$ cat src/rtl/riscv_v_pkg.sv
// Shared constants and helpers for the RISC-V vector micro-op sequencer.
// The package provides:
//   - the OP-V major opcode;
//   - the funct3 categories (OPIVV .. OPCFG);
//   - the vlmul encoding enum;
//   - RISCV_V_MAX_LMUL;
//   - helpers that decide whether vs1 is a vector operand and that build the micro-op for beat k.
package riscv_v_pkg;

    localparam logic [6:0] OPCODE_OP_V = 7'b1010111;

    localparam logic [2:0] OPIVV = 3'b000;
    localparam logic [2:0] OPFVV = 3'b001;
    localparam logic [2:0] OPMVV = 3'b010;
    localparam logic [2:0] OPIVI = 3'b011;
    localparam logic [2:0] OPIVX = 3'b100;
    localparam logic [2:0] OPFVF = 3'b101;
    localparam logic [2:0] OPMVX = 3'b110;
    localparam logic [2:0] OPCFG = 3'b111;

    localparam int unsigned RISCV_V_MAX_LMUL = 8;

    typedef enum logic [2:0] {
        Lmul1    = 3'b000,
        Lmul2    = 3'b001,
        Lmul4    = 3'b010,
        Lmul8    = 3'b011,
        LmulRsvd = 3'b100,
        LmulF8   = 3'b101,
        LmulF4   = 3'b110,
        LmulF2   = 3'b111
    } vlmul_t;

    // vs1 names a vector register only for the .vv categories; otherwise it is an
    // immediate or a scalar register index and must not be offset.
    function automatic logic vs1_is_vector(input logic [2:0] funct3);
        return (funct3 == OPIVV) || (funct3 == OPFVV) || (funct3 == OPMVV);
    endfunction

    // Micro-op for beat k: vd, vs2 (and vector vs1) advance by k within the group.
    function automatic logic [31:0] uop_rewrite(input logic [31:0] instr, input logic [2:0] k);
        logic [31:0] r;
        r        = instr;
        r[11:7]  = instr[11:7] + {2'b00, k};
        r[24:20] = instr[24:20] + {2'b00, k};
        if (vs1_is_vector(instr[14:12])) begin
            r[19:15] = instr[19:15] + {2'b00, k};
        end
        return r;
    endfunction

endpackage

$ cat src/rtl/riscv_v_uop_sequencer_if.sv
// Front-end / decode handshake bundle of the vector micro-op sequencer.
// slave  : the sequencer (consumes instr_*, vtype_in, stall, clear_pipe; drives micro-ops).
// master : the surrounding pipeline (drives instructions, consumes micro-ops).
interface riscv_v_uop_sequencer_if;
    logic        clear_pipe;
    logic        stall;
    logic [31:0] instr_in;
    logic        instr_valid_in;
    logic [8:0]  vtype_in;
    logic        instr_ready_out;
    logic [31:0] instruction_id;
    logic        instr_valid_id;
    logic [2:0]  uop_idx_id;
    logic        uop_last_id;
    logic        illegal_instr;
    logic        busy;

    modport slave (
        input  clear_pipe, stall, instr_in, instr_valid_in, vtype_in,
        output instr_ready_out, instruction_id, instr_valid_id, uop_idx_id, uop_last_id,
               illegal_instr, busy
    );

    modport master (
        output clear_pipe, stall, instr_in, instr_valid_in, vtype_in,
        input  instr_ready_out, instruction_id, instr_valid_id, uop_idx_id, uop_last_id,
               illegal_instr, busy
    );
endinterface

$ cat src/rtl/riscv_v_lmul_beats.sv
// Combinational vlmul -> beat count mapping.
// Ports: vlmul (vtype[2:0]) in, beats (1, 2, 4 or 8) out.
// Fractional and reserved LMUL settings occupy a single register, hence one beat.
module riscv_v_lmul_beats
    import riscv_v_pkg::*;
(
    input  logic [2:0] vlmul,
    output logic [3:0] beats
);

    always_comb begin
        beats = 4'd1;
        case (vlmul_t'(vlmul))
            Lmul1:   beats = 4'd1;
            Lmul2:   beats = 4'd2;
            Lmul4:   beats = 4'd4;
            Lmul8:   beats = 4'd8;
            default: beats = 4'd1;
        endcase
    end

endmodule

$ cat src/rtl/riscv_v_uop_sequencer.sv
// Splits one OP-V instruction into LMUL register-group beats for vector decode.
// Ports:
//   - clk, rst: single clock; synchronous active-high reset.
//   - bus (slave): clear_pipe, stall, instr_in/instr_valid_in/vtype_in in;
//     instr_ready_out, instruction_id, instr_valid_id, uop_idx_id, uop_last_id,
//     illegal_instr and busy out.
// All outputs except instr_ready_out and busy are registered and frozen while stall is high.
module riscv_v_uop_sequencer
    import riscv_v_pkg::*;
#(
    parameter int unsigned NUM_REGS  = 32,
    parameter int unsigned MAX_BEATS = RISCV_V_MAX_LMUL
) (
    input  logic                    clk,
    input  logic                    rst,
    riscv_v_uop_sequencer_if.slave  bus
);

    localparam logic StIdle = 1'b0;
    localparam logic StSeq  = 1'b1;

    localparam logic [3:0] MaxBeats = 4'(MAX_BEATS);
    localparam logic [5:0] RegLimit = 6'(NUM_REGS);

    logic        state_q, state_d;
    logic [2:0]  cnt_q, cnt_d;
    logic [3:0]  beats_q, beats_d;
    logic [31:0] instr_q, instr_d;
    logic [31:0] id_q, id_d;
    logic        valid_q, valid_d;
    logic [2:0]  idx_q, idx_d;
    logic        last_q, last_d;
    logic        ill_q, ill_d;

    logic [3:0]  lmul_beats;
    logic [3:0]  beats_new;
    logic [4:0]  grp_mask;
    logic [4:0]  vd, vs2, vs1;
    logic [2:0]  funct3;
    logic        misaligned;
    logic        accept;
    logic        unused_vtype;

    assign unused_vtype = ^bus.vtype_in[8:3];

    assign vd     = bus.instr_in[11:7];
    assign vs2    = bus.instr_in[24:20];
    assign vs1    = bus.instr_in[19:15];
    assign funct3 = bus.instr_in[14:12];

    riscv_v_lmul_beats u_lmul_beats (
        .vlmul (bus.vtype_in[2:0]),
        .beats (lmul_beats)
    );

    always_comb begin
        if (funct3 == OPCFG) begin
            beats_new = 4'd1;
        end else if (lmul_beats > MaxBeats) begin
            beats_new = MaxBeats;
        end else begin
            beats_new = lmul_beats;
        end
    end

    // Groups must be aligned to their size and fit in the register file, so the
    // 5-bit register adds in uop_rewrite can never wrap.
    assign grp_mask   = {1'b0, beats_new - 4'd1};
    assign misaligned = (|(vd & grp_mask)) || (|(vs2 & grp_mask)) ||
                        (vs1_is_vector(funct3) && (|(vs1 & grp_mask))) ||
                        (({1'b0, vd} + {2'b00, beats_new}) > RegLimit) ||
                        (({1'b0, vs2} + {2'b00, beats_new}) > RegLimit);

    assign bus.instr_ready_out = (state_q == StIdle) && !bus.stall;
    assign accept              = bus.instr_valid_in && bus.instr_ready_out;

    always_comb begin
        state_d = state_q;
        cnt_d   = cnt_q;
        beats_d = beats_q;
        instr_d = instr_q;
        id_d    = id_q;
        valid_d = valid_q;
        idx_d   = idx_q;
        last_d  = last_q;
        ill_d   = ill_q;
        if (bus.clear_pipe) begin
            state_d = StIdle;
            cnt_d   = 3'd0;
            id_d    = 32'd0;
            valid_d = 1'b0;
            idx_d   = 3'd0;
            last_d  = 1'b0;
            ill_d   = 1'b0;
        end else if (!bus.stall) begin
            ill_d = 1'b0;
            if (state_q == StSeq) begin
                id_d    = uop_rewrite(instr_q, cnt_q);
                valid_d = 1'b1;
                idx_d   = cnt_q;
                last_d  = ({1'b0, cnt_q} == beats_q - 4'd1);
                if (last_d) begin
                    state_d = StIdle;
                    cnt_d   = 3'd0;
                end else begin
                    cnt_d = cnt_q + 3'd1;
                end
            end else if (accept && (beats_new > 4'd1) && misaligned) begin
                ill_d   = 1'b1;
                id_d    = 32'd0;
                valid_d = 1'b0;
                idx_d   = 3'd0;
                last_d  = 1'b0;
            end else if (accept) begin
                instr_d = bus.instr_in;
                beats_d = beats_new;
                id_d    = bus.instr_in;  // beat 0 carries no register offset
                valid_d = 1'b1;
                idx_d   = 3'd0;
                last_d  = (beats_new == 4'd1);
                if (beats_new > 4'd1) begin
                    state_d = StSeq;
                    cnt_d   = 3'd1;
                end
            end else begin
                id_d    = 32'd0;
                valid_d = 1'b0;
                idx_d   = 3'd0;
                last_d  = 1'b0;
            end
        end
    end

    always_ff @(posedge clk) begin
        if (rst) begin
            state_q <= StIdle;
            cnt_q   <= 3'd0;
            beats_q <= 4'd1;
            instr_q <= 32'd0;
            id_q    <= 32'd0;
            valid_q <= 1'b0;
            idx_q   <= 3'd0;
            last_q  <= 1'b0;
            ill_q   <= 1'b0;
        end else begin
            state_q <= state_d;
            cnt_q   <= cnt_d;
            beats_q <= beats_d;
            instr_q <= instr_d;
            id_q    <= id_d;
            valid_q <= valid_d;
            idx_q   <= idx_d;
            last_q  <= last_d;
            ill_q   <= ill_d;
        end
    end

    assign bus.instruction_id = id_q;
    assign bus.instr_valid_id = valid_q;
    assign bus.uop_idx_id     = idx_q;
    assign bus.uop_last_id    = last_q;
    assign bus.illegal_instr  = ill_q;
    assign bus.busy           = (state_q == StSeq);

endmodule

$ cat src/flat_wrapper.sv
// flat-port wrapper written by rule: the top's interface ports become plain ports
module riscv_v_uop_sequencer_flat import riscv_v_pkg::*;
#(
    parameter int unsigned NUM_REGS  = 32,
    parameter int unsigned MAX_BEATS = RISCV_V_MAX_LMUL
)
  (clk, rst, bus_clear_pipe, bus_stall, bus_instr_in, bus_instr_valid_in, bus_vtype_in, bus_instr_ready_out, bus_instruction_id, bus_instr_valid_id, bus_uop_idx_id, bus_uop_last_id, bus_illegal_instr, bus_busy);
  riscv_v_uop_sequencer_if bus_i ();
  input  logic clk;
  input  logic rst;
  input wire logic [$bits(bus_i.clear_pipe)-1:0] bus_clear_pipe;
  input wire logic [$bits(bus_i.stall)-1:0] bus_stall;
  input wire logic [$bits(bus_i.instr_in)-1:0] bus_instr_in;
  input wire logic [$bits(bus_i.instr_valid_in)-1:0] bus_instr_valid_in;
  input wire logic [$bits(bus_i.vtype_in)-1:0] bus_vtype_in;
  output wire logic [$bits(bus_i.instr_ready_out)-1:0] bus_instr_ready_out;
  output wire logic [$bits(bus_i.instruction_id)-1:0] bus_instruction_id;
  output wire logic [$bits(bus_i.instr_valid_id)-1:0] bus_instr_valid_id;
  output wire logic [$bits(bus_i.uop_idx_id)-1:0] bus_uop_idx_id;
  output wire logic [$bits(bus_i.uop_last_id)-1:0] bus_uop_last_id;
  output wire logic [$bits(bus_i.illegal_instr)-1:0] bus_illegal_instr;
  output wire logic [$bits(bus_i.busy)-1:0] bus_busy;
  assign bus_i.clear_pipe = bus_clear_pipe;
  assign bus_i.stall = bus_stall;
  assign bus_i.instr_in = bus_instr_in;
  assign bus_i.instr_valid_in = bus_instr_valid_in;
  assign bus_i.vtype_in = bus_vtype_in;
  assign bus_instr_ready_out = bus_i.instr_ready_out;
  assign bus_instruction_id = bus_i.instruction_id;
  assign bus_instr_valid_id = bus_i.instr_valid_id;
  assign bus_uop_idx_id = bus_i.uop_idx_id;
  assign bus_uop_last_id = bus_i.uop_last_id;
  assign bus_illegal_instr = bus_i.illegal_instr;
  assign bus_busy = bus_i.busy;
  riscv_v_uop_sequencer #(.NUM_REGS(NUM_REGS), .MAX_BEATS(MAX_BEATS)) u_core (.clk(clk), .rst(rst), .bus(bus_i));
endmodule
$ cat config.mk
export PLATFORM = sky130hd
export DESIGN_NAME = riscv_v_uop_sequencer_flat
export DESIGN_NICKNAME = d
export VERILOG_FILES = /design/src/rtl/riscv_v_pkg.sv /design/src/rtl/riscv_v_uop_sequencer_if.sv /design/src/rtl/riscv_v_lmul_beats.sv /design/src/rtl/riscv_v_uop_sequencer.sv /design/src/flat_wrapper.sv
export SDC_FILE = /design/constraint.sdc
export NUM_CORES = 1
export LEC_CHECK = 0
export CAP_MARGIN = 30
export CORE_UTILIZATION = 45
export CTS_CLUSTER_DIAMETER = 150
export DETAILED_ROUTE_END_ITERATION = 16
export HOLD_SLACK_MARGIN = 0.15
export PLACE_DENSITY_LB_ADDON = 0.08
export SYNTH_ARGS = -nofsm -noshare
export SYNTH_HDL_FRONTEND = slang
export SYNTH_SLANG_ARGS = --single-unit
export TNS_END_PERCENT = 30
$ cat constraint.sdc
create_clock -name clk -period 9.7 [get_ports clk]
set_input_delay 1.94 -clock clk [delete_from_list [all_inputs] [get_ports clk]]
set_output_delay 1.94 -clock clk [all_outputs]
set_load 0.05 [all_outputs]
; Word level (Yosys, flattened, before mapping)
; Index checks and enable logic that the tools add are counted.
[totals]
ff_bits = 78
wordCells = 89
ram_bits = 0
input_bits = 46
romBits = 0
mem_count = 0
out_inout_bits = 40
latchBits = 0
[classes]
mul = 0
add_sub_neg = 8
bitwise = 7
n_reduce_logical = 24
n_shift = 0
n_div = 0
n_lt_le_gt_ge = 4
n_mux = 26
n_eq_ne = 11
[op_table]
columns = operator, n
row1 = 32-bit 2-to-1 mux, 3
row2 = 3-bit 2-to-1 mux, 6
row3 = 5-bit by 3-bit adder with 5-bit output, 3
row4 = 5-bit by 4-bit bitwise AND with 5-bit output, 3
row5 = 5-bit OR reduction, 3
row6 = 1-bit 2-to-1 mux, 13
row7 = 5-bit by 4-bit adder with 6-bit output, 2
row8 = "3-bit by 2-bit equality test with 1-bit output, second input constant", 4
row9 = "6-bit greater-than comparator, second input constant", 2
row10 = 4-bit one-hot mux with 3 select lines, 1
row11 = "3-bit by 1-bit equality test with 1-bit output, second input constant", 3
row12 = 1-bit logical OR, 8
row13 = 4-bit 2-to-1 mux, 2
row14 = "4-bit by 1-bit subtractor with 4-bit output, second input constant", 2
row15 = 3-bit zero test, 2
row16 = 1-bit logical AND, 5
row17 = 5-bit 2-to-1 mux, 1
row18 = 5-bit AND reduction, 1
row19 = 3-bit by 4-bit equality test with 1-bit output, 1
row20 = "4-bit by 1-bit equality test with 1-bit output, second input constant", 1
row21 = "4-bit by 1-bit greater-than comparator with 1-bit output, second input constant", 1
row22 = "4-bit greater-than comparator, second input constant", 1
row23 = 1-bit NOT, 4
row24 = 4-bit AND reduction, 1
row25 = other kinds (6), 7

; Longest topological paths before layout
; Gate-level depths: netlist of run 1.
[depth]
ltp_word = 15
mapped_depth = 14
ltp_nobuf = 12

; Cells and area by module
; From an unflattened synthesis of run 1, not the netlist that was laid out.
[unflattened]
cells_unflattened = 514
hier_area_um2 = 4212.8
[by_module_without_submodules]
columns = module, area_each_um2, seq_area_each_um2, n_inst, cells_each
row1 = riscv_v_uop_sequencer, 4180.3, 1561.5, 1, 510
row2 = riscv_v_lmul_beats, 32.5, 0.0, 1, 4

; Worst setup path after synthesis of run 1
; No wires, ideal clock.
[synth_timing]
kind = input to register
start = input port bus_instr_in[13]
end = register u_core.cnt_q[2]
stages = 10
setup_slack_ns = 4.945
setup_time_ns = 0.079
path_buffers = 0
arrival_ns = 4.675
required_time_ns = 9.621
path_cell_list = a31oi_1 nand3b_1 fa_1 inv_1 or3_1 o221ai_1 o22ai_1 o31a_1 or4_1 a211oi_2
[synth_between]
elab_chain_cells = 12
word_cells_on_any_way = 29
cone_classes = 3 x add/sub / 3 x order compare / 4 x eq/ne / 1 x mux / 3 x bitwise / 15 x reduce/logical
[synth_lines]
columns = element, line
row1 = from (decl), flat_wrapper.sv:13  ; input wire logic [$bits(bus_i.instr_in)-1:0] bus_instr_in;
row2 = "parallel branches: the longest is 11 deep, another holds 5-bit by 4-bit adder with 6-bit output", n/a
row3 = 4-bit AND reduction (no line) (*), n/a
row4 = to (signal assigned), riscv_v_uop_sequencer.sv:147  ; cnt_q <= cnt_d;
row5 = to (decl), riscv_v_uop_sequencer.sv:26  ; logic [2:0] cnt_q, cnt_d;
; Every way passes the cells marked *.
; A chain may end at the register's enable or synchronous reset.

; Worst setup path in the final report of run 1
[layout_timing]
start = input port bus_instr_in[13]
end = register u_core.id_q[21], in the netlist u_core.bus.instruction_id[21]
[layout_between]
elab_chain_cells = 12
word_cells_on_any_way = 28
cone_classes = 3 x add/sub / 3 x order compare / 3 x eq/ne / 3 x mux / 3 x bitwise / 13 x reduce/logical
[layout_lines]
columns = element, line
row1 = 3-bit equality test (*), riscv_v_uop_sequencer.sv:57  ; if (funct3 == OPCFG) begin
row2 = 4-bit 2-to-1 mux (*), riscv_v_uop_sequencer.sv:57
row3 = via u_core.beats_new[0], riscv_v_uop_sequencer.sv:36  ; logic [3:0] beats_new;
row4 = "parallel branches: the longest is 7 deep, another holds 5-bit by 4-bit adder with 6-bit output", n/a
row5 = 1-bit logical AND (*), riscv_v_uop_sequencer.sv:108  ; end else if (accept && (beats_new > 4'd1) && misaligned) begin
row6 = 32-bit 2-to-1 mux (*), riscv_v_uop_sequencer.sv:108
row7 = 32-bit 2-to-1 mux (*), riscv_v_uop_sequencer.sv:97  ; if (state_q == StSeq) begin
row8 = to (signal assigned), riscv_v_uop_sequencer.sv:150  ; id_q <= id_d;
row9 = to (decl), riscv_v_uop_sequencer.sv:29  ; logic [31:0] id_q, id_d;
; Mark *: on every way through the listed nets, which the timed path passes.

==> impl_metrics.yaml, run 1 <==
status:
  status: "finished clean"
logic_synthesis:
  muxShareOfSynthArea_pct: 1.013
  synth_cells: 509
  synth.top_cell.area_share_pct: 37.18
  synth-simple-area-share_pct: 14.89
  synth_edf_count: 0
  ys_seq_elements: 78
  synth_compound_area_share_pct: 29.49
  synth_top_family_by_area: "compound AO/OA/AOI/OAI gates"
  synthArstFlopShare_pct: 0
  synth_cell_types: 52
  yosysMostFrequentCell: "dfxtp_1"
  synth-xor-area-share_pct: 2.919
  synth_seq_area_share_pct: 37.18
  synth_fa_ha_area_share_pct: 9.234
  synth_top_cells_by_count: "dfxtp_1, o21ai_0, a21oi_1"
  syn_nets: 583
  synth.cell_area_um2: 4200
  ys.flop_type: "dfxtp_1"
  synth_area_leaders: "dfxtp_1, o21ai_0, ha_1"
  yosys_warnings: 0
  avgSynthCellArea_um2: 8.252
  yosysTopAreaCell: "dfxtp_1"
clocking:
  cts_resized: 0
  post_cts_buffers: 0
  htreeDepth: 3
  cts_tree: "done"
  hold_buffers: 0
  cts_buffer_depth: 2
  clkSlewWorstSetupHoldPaths_ns: 0.09
  clk_latency_ns: 0.36
  cts-root-buf: "clkbuf_8"
  cts_buffers: 9
  numClockSinks: 78
sta:
  fin_crit_ns: 6.302
  period_share_pct: 64.97
  relSlewSlack_pct: 26.35
  rsz0062_at_grt: "no"
  tightestPinTransition_ns: 1.105
  maxSlewViolCount: 0
  setup_viol: 0
  skew_ns: 0.01204
  timing.fmax_mhz: 158.7
  fin_tns_setup_ns: 0
  hold_violations: 0
layout:
  seq_area_um2: 1562
  diodes: 0
  nFillCells: 818
  nets: 647
  drive_gt1_share_pct: 6.747
  multiInputGateArea_um2: 2425
  area_delta_synth_final_pct: 25.41
grt:
  grt_pass1_vias: 3990
  overflow: 0
  grtUsageTotal_pct: 26.46
  antenna_found_initial: 0
  grt_max_degree: 62
  grt_pass1_wl_mm: 20.38
power_and_ir_drop:
  power.leakage_nw: 1.875
  peakVddDrop_v: 0.00006954
  finalPower_mw: 0.7130
  powerDensity_nw_per_um2: 135.4
placement:
  globalplace.congestion: 0.8756
  portBuffers: 79
  dpl.hpwl_mm: 8.167
floorplan:
  dieArea_um2: 9724
  start_util_pct: 47.24
  die_w_um: 98.61
  row_count: 34
  pin_count: 86
  die_h_um: 98.61
  core_um2: 8891
critical_path:
  worst-setup-path-type: "input pin to register"
  ff2ff_setup_slack_ns: 6.64
  cpMaxStageDelayCell: "a21oi_2"
  crit_fanout: 23
  critPathLaunchType: "input pin"
  max_stage_delay_ns: 0.87
  endpoint_kind: "register"
  crit_family: "compound AO/OA/AOI/OAI gates"
  cp.required_ns: 9.94
  crit_chain: "clkdlybuf4s50_1 -> a31oi_1 -> o21ai_0 -> ha_1 -> inv_1 -> fa_1 -> inv_1 -> or3_1 -> o221ai_1 -> o22a_2 -> a21oi_2 -> buf_4 -> nor3_2 -> buf_4 -> a22o_1"
  crit_arrival_ns: 6.55
  path_buf_inv: 5
drt:
  wl_mm: 12.15
  vias: 4059
  drtIter0Drc: 209
  firstDrtPassIters: 5
  viasPerCell: 5.917
  avgRoutedWirePerCell_um: 17.71
  drcViolationCount: 0
  final_antenna_net_count: 0
worst_hold_path:
  hold_path.class: "register to register"
flow_run:
  cap_violations: 0
==> power by group <==
group | internal, mW | leakage [nW] | switching, mW
Combinational | 0.0495 | 1.15 | 0.0807
Clock | 0.120 | 0.0899 | 0.127
Sequential | 0.330 | 0.633 | 0.00599
Total | 0.499 | 1.87 | 0.214
==> flip-flops by register name, indices dropped and copies added (netlist names) <==
register / count
u_core.instr_q: 32
u_core.bus.busy: 1
u_core.bus.illegal_instr: 1
u_core.bus.uop_idx_id: 3
u_core.bus.uop_last_id: 1
u_core.beats_q: 4
u_core.bus.instruction_id: 32
u_core.cnt_q: 3
u_core.bus.instr_valid_id: 1
==> tightest hold or removal path, stage by stage (launching register included) <==
cell and delay, ns:
dfxtp_1 0.32, nand2_1 0.06, a21oi_1 0.05
==> area by class of cell <==
cell class	instances	area share [%]
clock buffers	11	2.494
multi-input cells	374	46.03
well taps	108	2.565
flip-flops and latches	78	29.64
clock inverters	5	1.116
repair buffers	88	16.58
inverters	22	1.568
==> through the flow <==
| stage | hold slack, ns | worst slack [ns] | cell area, µm² | util, % | instances |
|---|---|---|---|---|---|
| floorplan | 0.4536 | 4.945 | 4200 | - | 509 |
| global placement | 0.4594 | 3.170 | 5050 | 56.80 | 669 |
| detailed placement | 0.4638 | 3.093 | 5077 | 57.11 | 670 |
| CTS | 0.4784 | 3.458 | 5268 | 59.25 | 686 |
| global route | 0.4969 | 3.158 | 5268 | 59.25 | 686 |
| finish | 0.4742 | 3.398 | 5268 | 59.25 | 686 |
==> path summary, 6_finish.rpt <==
path                             from                       endpoint  cells after the start
min reg2reg  u_core.bus.uop_idx_id[1]       u_core.bus.uop_idx_id[1]                      2
max reg2reg           u_core.bus.busy  u_core.bus.instruction_id[21]                      8
max                  bus_instr_in[13]  u_core.bus.instruction_id[21]                     15
min          u_core.bus.uop_idx_id[1]       u_core.bus.uop_idx_id[1]                      2
==> cell usage in the layout (no fill, tap or decap), types with 3 or more instances in the layout <==
cell type,count
a21boi_0,3
inv_1,21
nor2b_1,5
fa_1,5
a21oi_1,51
xnor2_1,11
nand3_1,40
a22oi_1,4
nand2_1,48
clkdlybuf4s50_1,78
nor2_1,19
or2_2,3
dfxtp_1,78
nand3b_1,4
clkbuf_8,9
ha_1,23
xor2_1,3
a21oi_2,3
a21o_1,8
o21ai_0,77
a221oi_1,9
a22o_1,18
buf_4,8
o2bb2ai_1,3
==> cells by family (layout without fill, tap and decap cells) <==
kind of cell	Yosys count	in the layout
compound gates	195	195
xor+xnor	14	14
fa+ha+maj	28	28
buf+inv	57	126
flops	78	78
mux	4	4
simple gates	133	133
==> metal layers <==
| metal | vias to the layer above | GRT usage [%] | wire length, µm |
|---|---|---|---|
| met3 | 18 | 5.887 | 699 |
| met4 | 0 | 7.003 | 208 |
| met2 | 139 | 45.07 | 5930 |
| met5 | - | 0 | 0 |
| met1 | 1939 | 33.90 | 5310 |
| li1 | 1963 | - | - |
No activity file was read; power rests on OpenSTA's default activity.
==> run 2: changes to the inputs <==
Clock period 9.7 ns to 6.6 ns, I/O delays scaled along.
==> run 2 against run 1 <==
Net effect:
- clock-buffer cell count stayed put
- hold slack worse by 0.0068 ns
- global-route usage shrank 0.38 points
- clock skew decreased by 0.0069 ns
==> impl_metrics.yaml, run 2 (synthesized netlist as in run 1, its figures left out) <==
grt:
  overflow: 0
  grt_pass1_vias: 4038
  antenna_found_initial: 0
  grtUsageTotal_pct: 26.08
  grt_max_degree: 62
  grt_pass1_wl_mm: 20.04
power_and_ir_drop:
  peakVddDrop_v: 0.0001229
  finalPower_mw: 1.097
  power.leakage_nw: 1.905
  powerDensity_nw_per_um2: 206.4
worst_hold_path:
  hold_path.class: "register to register"
flow_run:
  cap_violations: 0
sta:
  period_share_pct: 78.62
  relSlewSlack_pct: 47.49
  finalWorstSetupSlack_ns: 1.411
  setup_viol: 0
  timing.fmax_mhz: 192.7
  fin_tns_setup_ns: 0
  skew_ns: 0.005159
  rsz0062_at_grt: "no"
  hold_violations: 0
  tightestPinTransition_ns: 0.7876
  fin_crit_ns: 5.189
  maxSlewViolCount: 0
floorplan:
  row_count: 34
  core_um2: 8891
  die_w_um: 98.61
  die_h_um: 98.61
  pin_count: 86
  start_util_pct: 47.24
  dieArea_um2: 9724
clocking:
  hold_buffers: 0
  cts_buffers: 9
  clk_latency_ns: 0.35
  clkSlewWorstSetupHoldPaths_ns: 0.08
  post_cts_buffers: 0
  cts_resized: 0
  numClockSinks: 78
  htreeDepth: 3
  cts_tree: "done"
  cts_buffer_depth: 2
  cts-root-buf: "clkbuf_8"
drt:
  drcViolationCount: 0
  wl_mm: 12.16
  final_antenna_net_count: 0
  viasPerCell: 5.872
  firstDrtPassIters: 5
  vias: 4040
  avgRoutedWirePerCell_um: 17.67
  drtIter0Drc: 240
critical_path:
  endpoint_kind: "register"
  cp.required_ns: 6.85
  crit_fanout: 20
  worst-setup-path-type: "input pin to register"
  critPathLaunchType: "input pin"
  crit_arrival_ns: 5.44
status:
  status: "finished clean"
placement:
  portBuffers: 79
  dp.cells: 672
  dpl.hpwl_mm: 8.201
  globalplace.congestion: 0.8883
  place_ws_ns: 1.105
layout:
  area_delta_synth_final_pct: 26.54
  finalNonFillerCells: 688
  drive_gt1_share_pct: 7.241
  diodes: 0
  nets: 649
  layout_common_cells: "clkdlybuf4s50_1, dfxtp_1, o21ai_0, a21oi_1, nand2_1"
==> run 2: final timing paths <==
kind	from	to	slack (ns)	cells after the start
hold / removal	u_core.bus.uop_idx_id[1]	u_core.bus.uop_idx_id[1]	0.47	2
setup reg to reg	u_core.bus.busy	u_core.bus.instruction_id[4]	4.10	7
setup / recovery	bus_instr_in[13]	u_core.bus.instruction_id[4]	1.41	14
hold reg to reg	u_core.bus.uop_idx_id[1]	u_core.bus.uop_idx_id[1]	0.47	2
==> run 2: final cells by class <==
class	count	area, µm²
Inverter	22	82.58
Sequential cell	78	1562
Clock inverter	5	81.33
Tap cell	108	135.1
Fill cell	814	3576
Clock buffer	11	141.4
Multi-Input combinational cell	374	2425
Timing Repair Buffer	90	888.4
==> run 2: critical path, stage by stage <==
cell             delay (ns)
clkdlybuf4s50_1        0.48
a31oi_1                0.50
o21ai_0                0.37
ha_1                   0.30
inv_1                  0.07
fa_1                   0.42
inv_1                  0.13
or3_1                  0.12
o221ai_1               0.17
o22a_2                 0.30
a21oi_2                0.64
nor3_2                 0.09
buf_4                  0.25
a22o_1                 0.26
==> run 2: metrics by stage <==
step | instance area (µm²) | util [%] | hold WS [ns]
final | 5315 | 59.78 | 0.4674
after floorplan | 4200 | - | 0.4536
after global placement | 5065 | 56.97 | 0.4548
after CTS | 5315 | 59.78 | 0.4776
after detailed placement | 5092 | 57.28 | 0.4650
after global routing | 5315 | 59.78 | 0.5064
==> run 2: power breakdown <==
group / leakage (nW) / internal (mW) / switching, mW
Combinational: 1.16 / 0.0744 / 0.119
Sequential: 0.633 / 0.485 / 0.00878
Clock: 0.110 / 0.224 / 0.186
Total: 1.90 / 0.784 / 0.314
==> run 2: routing by layer <==
layer  track usage [%]  up-vias  share of wire, %
li1                  -     1962                 -
met1             32.27     1908                44
met2             45.45      147                48
met3             5.390       23               6.6
met4             8.381        0               1.7
met5                 0        -                 0
==> run 3: changes to the inputs <==
Clock period 6.6 ns to 4.5 ns, I/O delays scaled along.
==> run 3 against run 2 <==
Net effect:
- sequential power increased by 47%
- clock-buffer cell count increased by 3
- hold slack gained 0.0017 ns
- critical endpoint is now u_core.cnt_q[2]
==> impl_metrics.yaml, run 3 (synthesized netlist as in run 1, its figures left out) <==
power_and_ir_drop:
  power_frac_seq_pct: 47.6
  peakVddDrop_v: 0.0001245
  power_frac_clock_pct: 32.8
  powerDensity_nw_per_um2: 282.6
  switchingPower_mw: 0.4431
  p_int_mw: 1.079
  power.leakage_nw: 1.952
  finalPower_mw: 1.522
  p_sw_share_pct: 29.11
  p_comb_share_pct: 19.7
sta:
  tightestPinTransition_ns: 0.7008
  hold_violations: 0
  fin_crit_ns: 4.280
  setup_viol: 0
  fin_tns_setup_ns: 0
  skew_ns: 0.007944
  period_share_pct: 95.11
  timing.fmax_mhz: 233.7
  relSlewSlack_pct: 53.28
  rsz0062_at_grt: "no"
  maxSlewViolCount: 0
placement:
  dpl.hpwl_mm: 8.688
  globalplace.congestion: 0.9217
  portBuffers: 79
critical_path:
  rr_worst_depth: 7
  worst-setup-path-type: "input pin to register"
  cp-endpoint: "u_core.cnt_q[2]"
  reg2reg_to: "u_core.bus.instruction_id[19]"
  endpoint_kind: "register"
  startpoint: "bus_instr_in[14]"
  critPathLaunchType: "input pin"
  r2r-start: "u_core.cnt_q[1]"
  crit_fanout: 4
  cp.required_ns: 4.77
  ff2ff_setup_slack_ns: 2.32
  crit_arrival_ns: 4.55
grt:
  grt_pass1_wl_mm: 20.31
  grt_util_met1_pct: 34.95
  grt_pass1_vias: 4050
  antenna_found_initial: 0
  grt-busiest-layer: "met2"
  grt_max_degree: 61
  grtUsageTotal_pct: 26.63
  grt_use_met2_pct: 43.77
  overflow: 0
  grt_util_met3_pct: 4.255
floorplan:
  die_w_um: 98.61
  pin_count: 86
  die_h_um: 98.61
  core_um2: 8891
  row_count: 34
  start_util_pct: 47.24
  dieArea_um2: 9724
layout:
  nets: 664
  seq_area_um2: 1562
  layout_common_cells: "clkdlybuf4s50_1, dfxtp_1, o21ai_0, a21oi_1, nand2_1"
  diodes: 0
  multiInputGateArea_um2: 2425
  drive_gt1_share_pct: 9.412
  nFillCells: 805
  area_delta_synth_final_pct: 28.21
clocking:
  numClockSinks: 78
  htreeDepth: 3
  clkSlewWorstSetupHoldPaths_ns: 0.08
  clk_latency_ns: 0.35
  post_cts_buffers: 0
  cts_buffer_depth: 2
  cts_buffers: 9
  hold_buffers: 0
  cts_resized: 0
  cts-root-buf: "clkbuf_8"
  cts_tree: "done"
flow_run:
  cap_violations: 0
drt:
  drcViolationCount: 0
  final_antenna_net_count: 0
  avgRoutedWirePerCell_um: 17.67
  drtIter0Drc: 240
  firstDrtPassIters: 5
  viasPerCell: 5.846
  wl_mm: 12.42
  vias: 4110
worst_hold_path:
  min-delay-start: "u_core.bus.uop_idx_id[1]"
  hold_path.class: "register to register"
status:
  status: "finished clean"
==> run 3: routing by layer <==
metal  up-vias  part of all wire (%)
li1       1993                     -
met1      1939                    46
met2       152                    46
met3        26                   5.2
met4         0                   2.2
met5         -                     0
==> run 3: cell type report <==
class / instances / area share [%]
clock inverter: 2 / 0.2788
clock buffer: 14 / 3.206
multi-input combinational: 374 / 45.03
sequential: 78 / 29.00
timing repair buffer: 105 / 18.45
inverter: 22 / 1.533
tap: 108 / 2.509
==> run 3: worst min-delay path by stage <==
| stage | end | slack (ns) | depth (start not counted) |
|---|---|---|---|
| CTS | u_core.bus.illegal_instr | 0.48 | 2 |
| global placement | u_core.bus.uop_idx_id[1] | 0.46 | 2 |
| global route | u_core.bus.illegal_instr | 0.49 | 2 |
| floorplan | u_core.instr_q[31] | 0.45 | 2 |
| finish | u_core.bus.uop_idx_id[1] | 0.47 | 2 |
| detailed placement | u_core.bus.illegal_instr | 0.46 | 2 |
==> run 3: worst max-delay path: stages <==
cell,delay (ns)
clkdlybuf4s50_1,0.51
a31oi_1,0.19
o21ai_0,0.27
ha_1,0.28
inv_1,0.06
fa_1,0.48
inv_1,0.05
or3_1,0.38
o221ai_1,0.26
o22ai_1,0.18
o31a_1,0.32
or4_1,0.43
a211oi_2,0.22
==> run 3: per-stage QoR <==
| stage | area, µm² | hold WS, ns | setup WS (ns) | util (%) | std cells |
|---|---|---|---|---|---|
| after global routing | 5385 | 0.4949 | 0.05193 | 60.57 | 703 |
| after floorplan | 4200 | 0.4536 | 0.7853 | - | 509 |
| final | 5385 | 0.4691 | 0.2202 | 60.57 | 703 |
| after detailed placement | 5197 | 0.4609 | -0.02719 | 58.46 | 687 |
| after CTS | 5385 | 0.4789 | 0.3066 | 60.57 | 703 |
| after global placement | 5197 | 0.4555 | 0.04238 | 58.46 | 687 |
==> run 3: power groups by stage <==
stage	Combinational [mW]	Clock (mW)	Sequential, mW
6_report	0.299	0.499	0.724
5_1_grt	0.325	0.532	0.727
4_1_cts	0.298	0.509	0.724
3_5_place_dp	0.297	0	0.740
3_3_place_gp	0.291	0	0.739
2_1_floorplan	0.144	0	0.764
